$ cat config.mk
export PLATFORM = sky130hd
export DESIGN_NAME = mem_lsu
export DESIGN_NICKNAME = d
export VERILOG_FILES = /design/src/rtl/lsu_pkg.sv /design/src/rtl/lsu_lane_align.sv /design/src/rtl/mem_lsu.sv
export SDC_FILE = /design/constraint.sdc
export NUM_CORES = 1
export LEC_CHECK = 0
export BUFFER_PORTS_ARGS = -buffer_cell sky130_fd_sc_hd__buf_2
export CORE_MARGIN = 3
export CORE_UTILIZATION = 50
export DETAILED_ROUTE_END_ITERATION = 10
export HOLD_SLACK_MARGIN = 0.12
export PLACE_DENSITY = 0.75
export SLEW_MARGIN = 30
export SYNTH_ARGS = -nofsm -noshare
export SYNTH_HDL_FRONTEND = slang
export SYNTH_HIERARCHICAL = 1
export SYNTH_SLANG_ARGS = --single-unit
$ cat constraint.sdc
create_clock -name clk -period 6.3 [get_ports clk]
set_input_delay 1.575 -clock clk [delete_from_list [all_inputs] [get_ports clk]]
set_output_delay 1.575 -clock clk [all_outputs]
set_load 0.05 [all_outputs]
$ cat src/rtl/lsu_pkg.sv
`default_nettype none
// ============================================================================
// Module      : lsu_pkg
// Description : Shared types, constants and lane helper for the MEM-stage
//               load/store unit.
// Revision    : 1.0 - initial release
// ============================================================================
package lsu_pkg;

   localparam int DATA_W_DEF = 32;

   typedef enum logic [1:0] {
      SZ_B   = 2'b00,
      SZ_H   = 2'b01,
      SZ_W   = 2'b10,
      SZ_RSV = 2'b11
   } size_e;

   typedef enum logic [2:0] {
      IDLE    = 3'd0,
      LD_RD   = 3'd1,
      LD_CAP  = 3'd2,
      ST_WR   = 3'd3,
      RMW_RD  = 3'd4,
      RMW_CAP = 3'd5,
      RMW_WR  = 3'd6
   } state_e;

   // Bit position of the lowest byte of a lane selected by byte offset
   // (little-endian: offset 0 is bits [7:0]).
   function automatic logic [4:0] lane_shift(input logic [1:0] offset);
      return {offset, 3'b000};
   endfunction

endpackage
`default_nettype wire

$ cat src/rtl/lsu_lane_align.sv
`default_nettype none
// ============================================================================
// Module      : lsu_lane_align
// Description : Combinational byte-lane logic shared by the load path
//               (extract + extend) and the read-modify-write store path
//               (merge new lane(s) into the memory word).
// Revision    : 1.0 - initial release
// ============================================================================
module lsu_lane_align
   import lsu_pkg::*;
#(
   parameter int DATA_W = DATA_W_DEF
) (
   input  logic [DATA_W-1:0] mem_word,
   input  logic [1:0]        offset,
   input  size_e             size,
   input  logic              sext,
   input  logic [DATA_W-1:0] wdata,
   output logic [DATA_W-1:0] rdata,
   output logic [DATA_W-1:0] merged
);

   logic [DATA_W-1:0] w_shifted;
   logic [DATA_W-1:0] w_mask;
   logic [DATA_W-1:0] w_ins;

   // Load path: bring the addressed lane down to bit 0 and extend it.
   always_comb begin
      w_shifted = mem_word >> lane_shift(offset);
      case (size)
         SZ_B:    rdata = {{(DATA_W-8){sext & w_shifted[7]}}, w_shifted[7:0]};
         SZ_H:    rdata = {{(DATA_W-16){sext & w_shifted[15]}}, w_shifted[15:0]};
         default: rdata = w_shifted;
      endcase
   end

   // Store path: replace only the addressed lane(s) of the old word.
   always_comb begin
      case (size)
         SZ_B: begin
            w_mask = {{(DATA_W-8){1'b0}}, 8'hFF} << lane_shift(offset);
            w_ins  = {{(DATA_W-8){1'b0}}, wdata[7:0]} << lane_shift(offset);
         end
         SZ_H: begin
            w_mask = {{(DATA_W-16){1'b0}}, 16'hFFFF} << lane_shift(offset);
            w_ins  = {{(DATA_W-16){1'b0}}, wdata[15:0]} << lane_shift(offset);
         end
         default: begin
            w_mask = '1;
            w_ins  = wdata;
         end
      endcase
      merged = (mem_word & ~w_mask) | (w_ins & w_mask);
   end

endmodule
`default_nettype wire

$ cat src/rtl/mem_lsu.sv
`default_nettype none
// ============================================================================
// Module      : mem_lsu
// Description : MEM-stage load/store unit in front of a word-wide data
//               memory. Byte/half stores use read-modify-write. Every
//               output is registered.
// Revision    : 1.0 - initial release
// ============================================================================
module mem_lsu
   import lsu_pkg::*;
#(
   parameter int          DATA_W   = DATA_W_DEF,
   parameter int          DM_AW    = 10,
   parameter int unsigned DM_WORDS = 1024
) (
   input  logic              clk,
   input  logic              rst,
   input  logic              req_valid,
   output logic              req_ready,
   input  logic              req_we,
   input  logic [1:0]        req_size,
   input  logic              req_sext,
   input  logic [DM_AW+1:0]  req_addr,
   input  logic [DATA_W-1:0] req_wdata,
   output logic              resp_valid,
   output logic              resp_err,
   output logic [DATA_W-1:0] resp_rdata,
   output logic              DM_read,
   output logic              DM_write,
   output logic [DM_AW-1:0]  DM_addr,
   output logic [DATA_W-1:0] DM_in,
   input  logic [DATA_W-1:0] DM_out
);

   state_e            r_state;
   state_e            w_state_nx;

   // Request fields latched at acceptance
   logic [1:0]        r_offset;
   size_e             r_size;
   logic              r_sext;
   logic [DATA_W-1:0] r_wdata;

   size_e             w_req_size;
   logic              w_accept;
   logic              w_bad;
   logic [31:0]       w_waddr_ext;

   logic [DATA_W-1:0] w_ld_data;
   logic [DATA_W-1:0] w_merged;

   logic              w_ready_nx;
   logic              w_rv_nx;
   logic              w_err_nx;
   logic [DATA_W-1:0] w_rdata_nx;
   logic              w_rd_nx;
   logic              w_wr_nx;
   logic [DM_AW-1:0]  w_addr_nx;
   logic [DATA_W-1:0] w_din_nx;

   // Acceptance decode: reserved size, misalignment, then word range.
   always_comb begin
      w_req_size  = size_e'(req_size);
      w_accept    = req_valid && req_ready;
      w_waddr_ext = 32'(req_addr[DM_AW+1:2]);
      w_bad       = (w_req_size == SZ_RSV)
                 || (w_req_size == SZ_H && req_addr[0])
                 || (w_req_size == SZ_W && req_addr[1:0] != 2'b00)
                 || (w_waddr_ext >= DM_WORDS);
   end

   lsu_lane_align #(
      .DATA_W (DATA_W)
   ) u_align (
      .mem_word (DM_out),
      .offset   (r_offset),
      .size     (r_size),
      .sext     (r_sext),
      .wdata    (r_wdata),
      .rdata    (w_ld_data),
      .merged   (w_merged)
   );

   // Latch the request so later input changes cannot disturb the operation.
   always_ff @(posedge clk or posedge rst) begin
      if (rst) begin
         r_offset <= 2'b00;
         r_size   <= SZ_B;
         r_sext   <= 1'b0;
         r_wdata  <= '0;
      end else if (w_accept && !w_bad) begin
         r_offset <= req_addr[1:0];
         r_size   <= w_req_size;
         r_sext   <= req_sext;
         r_wdata  <= req_wdata;
      end
   end

   // Next state and next values of all registered outputs.
   always_comb begin
      w_state_nx = r_state;
      w_rv_nx    = 1'b0;
      w_err_nx   = 1'b0;
      w_rdata_nx = '0;
      w_rd_nx    = 1'b0;
      w_wr_nx    = 1'b0;
      w_addr_nx  = DM_addr;
      w_din_nx   = '0;
      case (r_state)
         IDLE: begin
            if (req_valid) begin
               if (w_bad) begin
                  w_rv_nx  = 1'b1;
                  w_err_nx = 1'b1;
               end else begin
                  w_addr_nx = req_addr[DM_AW+1:2];
                  if (!req_we) begin
                     w_state_nx = LD_RD;
                     w_rd_nx    = 1'b1;
                  end else if (w_req_size == SZ_W) begin
                     w_state_nx = ST_WR;
                     w_wr_nx    = 1'b1;
                     w_din_nx   = req_wdata;
                  end else begin
                     w_state_nx = RMW_RD;
                     w_rd_nx    = 1'b1;
                  end
               end
            end
         end
         LD_RD:   w_state_nx = LD_CAP;
         LD_CAP: begin
            // DM_out holds the word read in LD_RD only during this cycle
            w_state_nx = IDLE;
            w_rv_nx    = 1'b1;
            w_rdata_nx = w_ld_data;
         end
         ST_WR: begin
            w_state_nx = IDLE;
            w_rv_nx    = 1'b1;
         end
         RMW_RD:  w_state_nx = RMW_CAP;
         RMW_CAP: begin
            w_state_nx = RMW_WR;
            w_wr_nx    = 1'b1;
            w_din_nx   = w_merged;
         end
         RMW_WR: begin
            w_state_nx = IDLE;
            w_rv_nx    = 1'b1;
         end
         default: w_state_nx = IDLE;
      endcase
      w_ready_nx = (w_state_nx == IDLE);
   end

   // State and output registers; reset abandons any operation in flight.
   always_ff @(posedge clk or posedge rst) begin
      if (rst) begin
         r_state    <= IDLE;
         req_ready  <= 1'b1;
         resp_valid <= 1'b0;
         resp_err   <= 1'b0;
         resp_rdata <= '0;
         DM_read    <= 1'b0;
         DM_write   <= 1'b0;
         DM_addr    <= '0;
         DM_in      <= '0;
      end else begin
         r_state    <= w_state_nx;
         req_ready  <= w_ready_nx;
         resp_valid <= w_rv_nx;
         resp_err   <= w_err_nx;
         resp_rdata <= w_rdata_nx;
         DM_read    <= w_rd_nx;
         DM_write   <= w_wr_nx;
         DM_addr    <= w_addr_nx;
         DM_in      <= w_din_nx;
      end
   end

   a_no_rd_wr: assert property (@(posedge clk) disable iff (rst)
      !(DM_read && DM_write));

   // A write strobe can only come from an accepted request or the RMW merge.
   a_wr_origin: assert property (@(posedge clk) disable iff (rst)
      DM_write |-> (($past(r_state) == RMW_CAP) ||
                    ($past(r_state) == IDLE && $past(req_valid))));

endmodule
`default_nettype wire

# == After elaboration in Yosys (flattened, before gate mapping) ==
# Cells that the tools add are included.
# classes
eq_ne,10
shift,5
mux,28
bitwise,7
reduce_logical,13
# ops
cell,n
$pmux W32 S2,4
$mux W32,5
$and A32 B32 Y32,2
$not A32 Y32,1
$or A32 B32 Y32,1
$shl A16 B5 Y32,1
$shl A16 B5 Y32 const A,1
$shl A8 B5 Y32,1
$shl A8 B5 Y32 const A,1
$shr A32 B5 Y32,1
$mux W1,12
$mux W3,4
$pmux W3 S4,1
$eq A3 B3 Y1 const B,3
$eq A3 B2 Y1 const B,2
$logic_not A3 Y1,2
$eq A2 B1 Y1 const B,2
$eq A2 B2 Y1 const B,2
$logic_and A1 B1 Y1,4
$pmux W1 S2,2
$eq A3 B1 Y1 const B,1
$reduce_and A3 Y1,1
$reduce_or A3 Y1,1
$and A1 B1 Y1,2
5 further kinds,6
# word_totals
ff_bits,119
in_bits,83
out_inout_bits,79

# == Logic depth before layout (Yosys ltp) ==
# Gate-level depths: netlist of run 1.
# depth
ltp_word,8
depth_mapped,7
ltp_nobuf,4

# == Hierarchy ==
# The synthesis of run 1 kept the hierarchy.
# modules_own_cells
mod,n_inst,cells_each,area_each_um2,seq_area_each_um2
mem_lsu,1,275,4414.2,2979.1
lsu_lane_align,1,226,1696.6,0.0

# == Least setup slack after synthesis of run 1 ==
# OpenSTA, ideal clock, no wires.
# synth_path
kind,input-to-reg
start,in req_addr[0]
end,reg r_offset[0]
setup_time_ns,0.125
arrival_time_ns,2.545
required_ns,6.175
setup_slack_ns,3.630
cell_stages,4
path_cell_list,a21oi_2 -> o211ai_4 -> buf_12 -> mux2_4
# synth_via
elab_chain_cells,5
word_cells_on_any_way,7
classes_between,reduce/logical (7)
# synth_rtl
element,line_no,text
start: declaration,mem_lsu.sv:23,"input logic [DM_AW+1:0] req_addr,"
$reduce_bool A2 Y1 or $logic_and A1 B1 Y1 (tied branches),"mem_lsu.sv:68, mem_lsu.sv:67",
$logic_and A1 B1 Y1 or $logic_or A1 B1 Y1 (tied branches),"mem_lsu.sv:68, mem_lsu.sv:67",
$logic_or A1 B1 Y1,mem_lsu.sv:68,|| (w_req_size == SZ_W && req_addr[1:0] != 2'b00)
$logic_not A1 Y1,mem_lsu.sv:91,end else if (w_accept && !w_bad) begin
$logic_and A1 B1 Y1,mem_lsu.sv:91,
end signal: assignment,mem_lsu.sv:92,r_offset <= req_addr[1:0];
end: declaration,mem_lsu.sv:39,logic [1:0] r_offset;
# Several ways; a longest one is shown, not always the timed one.
# A chain may end at the register's enable or synchronous reset.

# == Worst setup path after layout of run 1 ==
# layout_path
start,reg req_ready
end,out req_ready
# layout_rtl
element,line_no,text
start: declaration,mem_lsu.sv:19,"output logic req_ready,"
start signal: assignment,mem_lsu.sv:171,req_ready <= w_ready_nx;
# No word-level cell between the ends.

==> summary.txt, run 1 <==
Post-CTS setup buffer count: 0
# Max-Cap Violations: 0
Dpl cell area: 0.00689 mm²
Syn Nets: 584
Ys async rst share: 1.00
CP Class: reg -> out
M2 GR Usage: 0.378
Setup Total Neg Slack: 0 ps
Worst-path cell chain: buf_2
Row count: 39
Netlist cell types: 50
GPL Wtd Cong: 0.902
Tmin final: 2820 ps
Max_slew headroom: 0.457
Clk Latency, worst-skew pair: 420 ps
Warnings from Yosys: 6
Final hold vios: 0
First-pass DRT Iterations: 5
CTS sink cnt: 119
Crit path launch type: flip-flop
H-tree levels: 4
Routed vias/inst: 6.01
Met3 usage: 0.0793
Netlist Area Pre-Place: 0.00611 mm²
Placed Cells: 769
Final Util: 0.647
Avg Synthesized Cell Area: 12.2 µm²
Starting DRT DRC Count: 458
Clock root buffer master: clkbuf_16
Seq/Total Area, Yosys: 0.488
Grt met1 use: 0.331
Largest cells by area after synthesis: dfrtp_1 48%, mux2_2 7.7%, mux2_4 7.4%
Post-DP HPWL: 11.7 mm
Sequential Area: 0.00298 mm²
Max clock buf depth: 2
Final Cycle Share: 0.447
Crit. End Element: output pin
RSZ-0062 raised after global routing: false
CP max stage cell: dfstp_2
WP data arrival: 1240 ps
Crit path max-delay family: flip-flops
# fillers: 929
Die Span Y: 117 µm
Layout cells sized above 1: 0.478
Top-area cell type share of the netlist area: 0.483
Hold WS: 500 ps
Tightest Hold Check Type: reg -> reg
Top-count cell post-synth: dfrtp_1
# setup viols final: 0
Port buffer count: 161
Total routing usage reported by global routing: 0.246
CP required: 4720 ps
Total Die Area: 0.0136 mm²
CTS tree: yes
Worst slew pin tran: 812 ps
Final nets: 729
Gr busiest metal: met2
First-pass GRT wire length: 25.2 mm
Post-synth EDFFs: 0
Fmax achieved: 355 MHz
WL final: 16.4 mm
Status: completed
Initial core utilization: 0.524
Non-Filler Instances: 805
Post_cts resized: 0
Largest net degree at the start of global routing: 77
Worst-path fanout max: 2
Final Skew: 6.29 ps
Layout area overhead: 23.6%
# DRC: 0
# IOs: 162
Bufs and invs on worst path: 1
Peak supply drop: 0.342 mV
Leakage: 3.94 nW
Dominant cell type by area after synthesis: dfrtp_1
Clock-pin slew on the worst setup and hold paths: 50 ps
Initial antenna violation count: 3
Final Max Tran Viols: 0
CTS Hold Bufs: 0
Synth Instances: 501
Worst path max stage delay: 550 ps
Core area: 0.0117 mm²
Post-DRT Antenna Nets: 0
P per Cell Area: 562 mW/mm²
Die span in x: 117 µm
FF+latch count, synth: 119
Fin area: 0.00755 mm²
DR vias: 4841
Ys flop type: dfrtp_1
Multi-input gate area: 0.00283 mm²
Total gr overflow: 0
Num CTS Buffers: 17
Vias in the first global route: 4747
Average wire per standard cell: 20.3 µm
List of most frequent post-synthesis cells: 118 x dfrtp_1, 42 x mux2_2, 33 x and3_1
placed cells by master (no fill, tap or decap), types with 2 or more instances in the layout:
master	Yosys	layout
buf_2	17	162
dfrtp_1	118	117
mux2_2	42	42
and3_1	33	33
a22o_1	32	32
mux2_4	30	30
nand2_1	26	26
clkbuf_16	0	17
o221a_2	16	16
a22oi_1	16	16
inv_1	12	11
o21ai_0	10	10
nand3_1	10	10
nand4_1	10	10
a21oi_1	9	9
nor2_1	10	9
nand2b_1	9	9
or3_1	9	9
and2_1	8	8
a31o_2	8	8
o221ai_2	8	8
a221oi_1	8	8
mux2i_1	7	7
buf_4	2	6
bufinv_16	0	5
clkinv_2	0	4
nor2b_1	4	4
diode_2	0	3
clkbuf_8	0	3
clkbuf_1	15	3
and3b_1	2	2
o211ai_1	2	2
per-stage QoR:
stage,setup WS (ps),power (mW)
after floorplan,1570,2.76
after global placement,2970,3.10
after detailed placement,3070,3.15
after CTS,3450,4.23
after global routing,3450,4.45
final,3480,4.24
cells by family after synthesis:
group / Yosys count / share of synthesized area
DFF: 119 / 0.488
buffers and inverters: 55 / 0.0514
xor gates and xnor gates: 1 / 0.00143
muxes: 79 / 0.163
AOI/OAI and AO/OA: 121 / 0.178
and+or+nand+nor: 126 / 0.119
state kept, by name (all words and copies together), names as in the netlist:
register,count
DM_addr,10
resp_rdata,32
r_wdata,32
DM_write,1
r_state,3
r_size,2
r_offset,2
r_sext,1
DM_read,1
resp_err,1
resp_valid,1
DM_in,32
req_ready,1
layout make-up:
cell class                 count  area share
antenna                        3    0.000994
timing repair buffer         168       0.113
multi-input combinational    327       0.374
inverter                      13     0.00713
sequential                   119       0.395
clock buffer                  23      0.0633
clock inverter                 9      0.0225
tap                          143      0.0237
final timing paths:
| path | startpoint | end | slack (ps) | cells after the start |
|---|---|---|---|---|
| worst max-delay path | req_ready | req_ready | 3480 | 1 |
| worst min-delay path | DM_addr[6] | DM_addr[6] | 500 | 1 |
| worst max register to register | r_size[0] | resp_rdata[31] | 3670 | 4 |
| worst min register to register | DM_addr[6] | DM_addr[6] | 500 | 1 |
| max in group asynchronous | rst | r_state[1] | 4000 | 3 |
| min in group asynchronous | rst | resp_rdata[12] | 1280 | 2 |
layer usage:
| layer | vias to the layer above | wire, µm |
|---|---|---|
| met4 | 2 | 352 |
| met3 | 32 | 1340 |
| met2 | 248 | 7720 |
| met1 | 2374 | 6940 |
| li1 | 2185 | - |
| met5 | - | 12 |
power by group:
group | switching, mW | total, mW | internal, mW
combinational | 1.19 | 1.98 | 0.787
sequential | 0.199 | 1.21 | 1.01
clock | 0.330 | 1.06 | 0.730
total | 1.72 | 4.24 | 2.52
No activity file was read; power rests on OpenSTA's default activity.
==> run 2, diff against run 1 <==
Clock period 6.3 ns to 2.8 ns, I/O delays scaled along.
==> run 2 against run 1 <==
  * Routed wire length grew 1.5%
  * Register-to-register slack worse by 3000 ps
  * Sequential share of layout area is 0.056 points lower
  * Power is 120% higher
  * Clock skew up 2.6 ps
  * Sequential power grew 130%
  * Critical path type is now reg -> reg
  * Largest power group unchanged
==> summary.txt, run 2 (same netlist as run 1, synthesis figures left out) <==
Status: completed
Initial core utilization: 0.524
Vias in the first global route: 4890
CTS Hold Bufs: 0
Total routing usage reported by global routing: 0.249
Worst reg-to-reg setup slack: 630 ps
Final Max Tran Viols: 0
Leakage: 3.95 nW
Routed vias/inst: 5.99
CTS sink cnt: 119
First-pass DRT Iterations: 5
Average wire per standard cell: 20.6 µm
Die span in x: 117 µm
# setup viols final: 0
# fillers: 898
DR vias: 4838
Post-DP HPWL: 11.8 mm
Worst slew pin tran: 713 ps
Worst reg2reg path depth: 4
Fin area: 0.00756 mm²
Top flop regs: DM_in x32, r_wdata x32, resp_rdata x32
Starting DRT DRC Count: 428
WP data arrival: 2460 ps
CTS tree: yes
Commonest non-fill, non-tap cells in the layout: 162 x buf_2, 118 x dfrtp_1, 42 x mux2_2
Num CTS Buffers: 17
Setup Total Neg Slack: 0 ps
# IOs: 162
Max clock buf depth: 2
Clk Latency, worst-skew pair: 410 ps
Worst-path fanout max: 18
Port buffer count: 161
Post-DRT Antenna Nets: 0
Peak supply drop: 0.870 mV
Fmax achieved: 461 MHz
Tightest Hold Check Type: in -> async
RSZ-0062 raised after global routing: false
Tmin final: 2170 ps
Clock-pin slew on the worst setup and hold paths: 60 ps
Hold WS: 432 ps
Layout cells sized above 1: 0.478
Row count: 39
Final nets: 735
Crit path launch type: flip-flop
Layout area overhead: 23.7%
Total gr overflow: 0
CP required: 3100 ps
GPL Wtd Cong: 0.909
# Max-Cap Violations: 0
WL final: 16.6 mm
Final Skew: 8.86 ps
First-pass GRT wire length: 25.7 mm
Total Die Area: 0.0136 mm²
Largest net degree at the start of global routing: 120
# DRC: 0
Crit. End Element: flip-flop
Die Span Y: 117 µm
Final hold vios: 0
Dpl cell area: 0.00695 mm²
Post-CTS setup buffer count: 0
Core area: 0.0117 mm²
Worst flop-to-flop path endpoint: DM_in[25]
CP Class: reg -> reg
Clock root buffer master: clkbuf_16
Post_cts resized: 0
H-tree levels: 4
P per Cell Area: 1250 mW/mm²
Commonest non-fill, non-tap cell in the layout: buf_2
Max_slew headroom: 0.524
RR Startpoint: r_offset[0]
Initial antenna violation count: 0
N_diodes: 0
Post-layout power: 9.42 mW
Final Cycle Share: 0.774
==> run 2: cell count changes in the layout (fill, tap and decap cells not counted), sizes merged <==
| cell | before | now |
|---|---|---|
| buf | 168 | 174 |
| bufinv | 5 | 3 |
| clkbuf | 23 | 24 |
| clkinv | 5 | 4 |
| clkinvlp | 0 | 3 |
| diode | 3 | 0 |
| inv | 12 | 11 |
==> run 2: final cells by class <==
type / count / area (µm²) / area share
clock buffers: 24 / 482 / 0.0637
multi-input cells: 327 / 2820 / 0.373
well taps: 143 / 179 / 0.0237
clock inverters: 8 / 120 / 0.0159
repair buffers: 174 / 926 / 0.122
inverters: 13 / 52.6 / 0.00695
flip-flops and latches: 119 / 2980 / 0.394
==> run 2: stage by stage <==
step | utilization | cells | setup slack (ps)
after detailed placement | 0.596 | 775 | 452
final | 0.648 | 808 | 633
after CTS | 0.648 | 807 | 666
after global placement | 0.596 | 775 | 573
after global routing | 0.648 | 808 | 470
after floorplan | - | 501 | 645
==> run 2: where the power goes <==
group	leakage (nW)	internal, mW	switching [mW]	total (mW)
clock network	0.290	1.46	0.749	2.21
registers	1.55	2.26	0.469	2.73
logic	2.12	1.81	2.66	4.47
==> run 2: routing by layer <==
layer | GRT usage | up-vias | share of wire
met4 | 0.0963 | 0 | 0.023
met2 | 0.388 | 227 | 0.47
met5 | 0 | - | 0
met3 | 0.0782 | 36 | 0.082
met1 | 0.328 | 2382 | 0.43
li1 | - | 2193 | -
==> run 2: critical path: stages, from the launching register on <==
cell	delay (ps)
dfrtp_1	580
clkinv_1	590
a31o_2	420
o221a_2	260
a22o_1	200
==> run 2: how the worst max path moves through the flow <==
stage | slack (ps) | startpoint | to | cells past startpoint
after floorplan | 650 | rst | DM_addr[0] | 1
after global placement | 570 | req_size[0] | DM_addr[7] | 4
after detailed placement | 450 | req_size[0] | DM_addr[9] | 4
after CTS | 670 | r_offset[1] | resp_rdata[13] | 4
after global routing | 470 | r_offset[1] | resp_rdata[16] | 6
final | 630 | r_offset[0] | DM_in[25] | 4
==> run 3, diff against run 2 <==
Clock period 2.8 ns to 2 ns, I/O delays scaled along.
==> run 3 against run 2 <==
  * Critical path depth is 1 higher
  * Sequential share of layout area is 0.86 points lower
  * Worst setup slack worse by 510 ps
  * Final cell count is 1.4% higher
  * Flip-flop and latch count stayed put
  * Via count is 2.8% higher
  * Maximum frequency is 15% higher
  * Routed wire length is 3.9% higher
  * Hold slack worse by 240 ps
  * Register-to-register slack worse by 510 ps
  * Global-route usage is 0.96 points higher
  * Non-clock buffer count is 12 higher
  * Critical path type unchanged
==> summary.txt, run 3 (same netlist as run 1, synthesis figures left out) <==
Final Max Tran Viols: 0
Max clock buf depth: 2
CTS Hold Bufs: 0
Clock root buffer master: clkbuf_16
Starting DRT DRC Count: 422
Layout area overhead: 26.5%
Row count: 39
Clk Latency, worst-skew pair: 420 ps
Routed vias/inst: 6.07
RSZ-0062 raised after global routing: false
Final nets: 747
Dpl cell area: 0.00708 mm²
N_diodes: 0
CP Class: reg -> reg
# fillers: 870
H-tree levels: 4
CP required: 2300 ps
Fmax achieved: 532 MHz
Hold WS: 194 ps
Average wire per standard cell: 21.1 µm
Num CTS Buffers: 17
Total gr overflow: 0
Commonest non-fill, non-tap cell in the layout: buf_2
Switching Share: 0.403
Initial core utilization: 0.524
Logic pwr share: 0.485
Setup Total Neg Slack: 0 ps
Clk pwr share: 0.241
Worst-path fanout max: 44
Die span in x: 117 µm
Final hold vios: 0
Crit path launch type: flip-flop
Worst slack, placed: 66.1 ps
Status: completed
WL final: 17.3 mm
Layout cells sized above 1: 0.490
Core area: 0.0117 mm²
First-pass DRT Iterations: 5
Clock-pin slew on the worst setup and hold paths: 50 ps
Worst slew pin tran: 693 ps
Total routing usage reported by global routing: 0.259
Post-DRT Antenna Nets: 0
Vias in the first global route: 4998
Reg power frac: 0.274
Final Cycle Share: 0.940
# setup viols final: 0
Worst path max stage delay: 470 ps
Top flop regs: DM_in x32, r_wdata x32, resp_rdata x32
Worst Slack Setup Final: 120 ps
P per Cell Area: 1760 mW/mm²
DR vias: 4975
Tmin final: 1880 ps
Fin area: 0.00773 mm²
GPL Wtd Cong: 0.925
# DRC: 0
Commonest non-fill, non-tap cells in the layout: 161 x buf_2, 118 x dfrtp_1, 42 x mux2_2
P_sw: 5.49 mW
# Max-Cap Violations: 0
Total Die Area: 0.0136 mm²
Placed Cells: 787
Sequential Area: 0.00298 mm²
P_int: 8.13 mW
Max_slew headroom: 0.536
Leakage: 4.04 nW
CTS sink cnt: 119
Post-DP HPWL: 12.4 mm
Crit. End Element: flip-flop
CP max stage cell: nor2b_1
Bufs and invs on worst path: 1
Largest net degree at the start of global routing: 63
Non-Filler Instances: 819
Post-layout power: 13.6 mW
WP data arrival: 2180 ps
Initial antenna violation count: 2
Die Span Y: 117 µm
First-pass GRT wire length: 26.5 mm
Port buffer count: 161
Peak supply drop: 1.16 mV
CTS tree: yes
Crit path max-delay family: simple AND/OR/NAND/NOR gates
Tightest Hold Check Type: in -> async
Final Util: 0.663
# IOs: 162
Worst-path cell chain: buf_12 > nor2b_1 > or3_4 > o221ai_2 > a22o_1
Final Skew: 6.55 ps
Multi-input gate area: 0.00282 mm²
## run 3: cell types whose count changed in the layout (fill, tap and decap cells not counted), sizes merged
cell / previous run / this run
buf: 174 / 186
bufinv: 3 / 5
clkbuf: 24 / 22
clkinv: 4 / 3
## run 3: cell type report
type	instances	share of cell area
inverters	13	0.00729
clock inverters	9	0.0223
repair buffers	186	0.137
clock buffers	22	0.0601
flip-flops and latches	119	0.386
well taps	143	0.0232
multi-input cells	327	0.365
## run 3: worst paths after layout
| kind | end | depth (start not counted) | startpoint | slack, ps |
|---|---|---|---|---|
| worst min-delay path | resp_rdata[9] | 3 | rst | 190 |
| worst max-delay path | DM_in[23] | 5 | r_offset[0] | 120 |
| max in group asynchronous | req_ready | 3 | rst | 1480 |
| worst min register to register | DM_addr[9] | 1 | DM_addr[9] | 500 |
| min in group clk | DM_addr[9] | 2 | req_addr[11] | 310 |
| worst max register to register | DM_in[23] | 5 | r_offset[0] | 120 |
## run 3: per-layer routing
metal / global-route usage / part of all wire / up-vias
met5: 0 / 0.0012 / -
met4: 0.112 / 0.029 / 4
met3: 0.0611 / 0.079 / 41
met2: 0.410 / 0.48 / 274
met1: 0.342 / 0.41 / 2443
li1: - / - / 2213
## run 3: power groups by stage
stage	clock, mW	sequential (mW)	combinational [mW]
6_report	3.29	3.73	6.60
4_1_cts	3.33	3.72	6.51
3_5_place_dp	0	3.75	6.45
2_1_floorplan	0	4.81	3.90
5_1_grt	3.42	3.82	7.02
3_3_place_gp	0	3.71	6.29
## run 3: tightest hold or removal path, stage by stage
cell	delay, ps
buf_2	110
clkinvlp_4	100
buf_12	280
## run 3: what timing repair did
action                                  4_1_cts  5_1_grt
buffers inserted                              0        1
endpoints found under the setup margin        0        8
gates resized for setup                       0        1
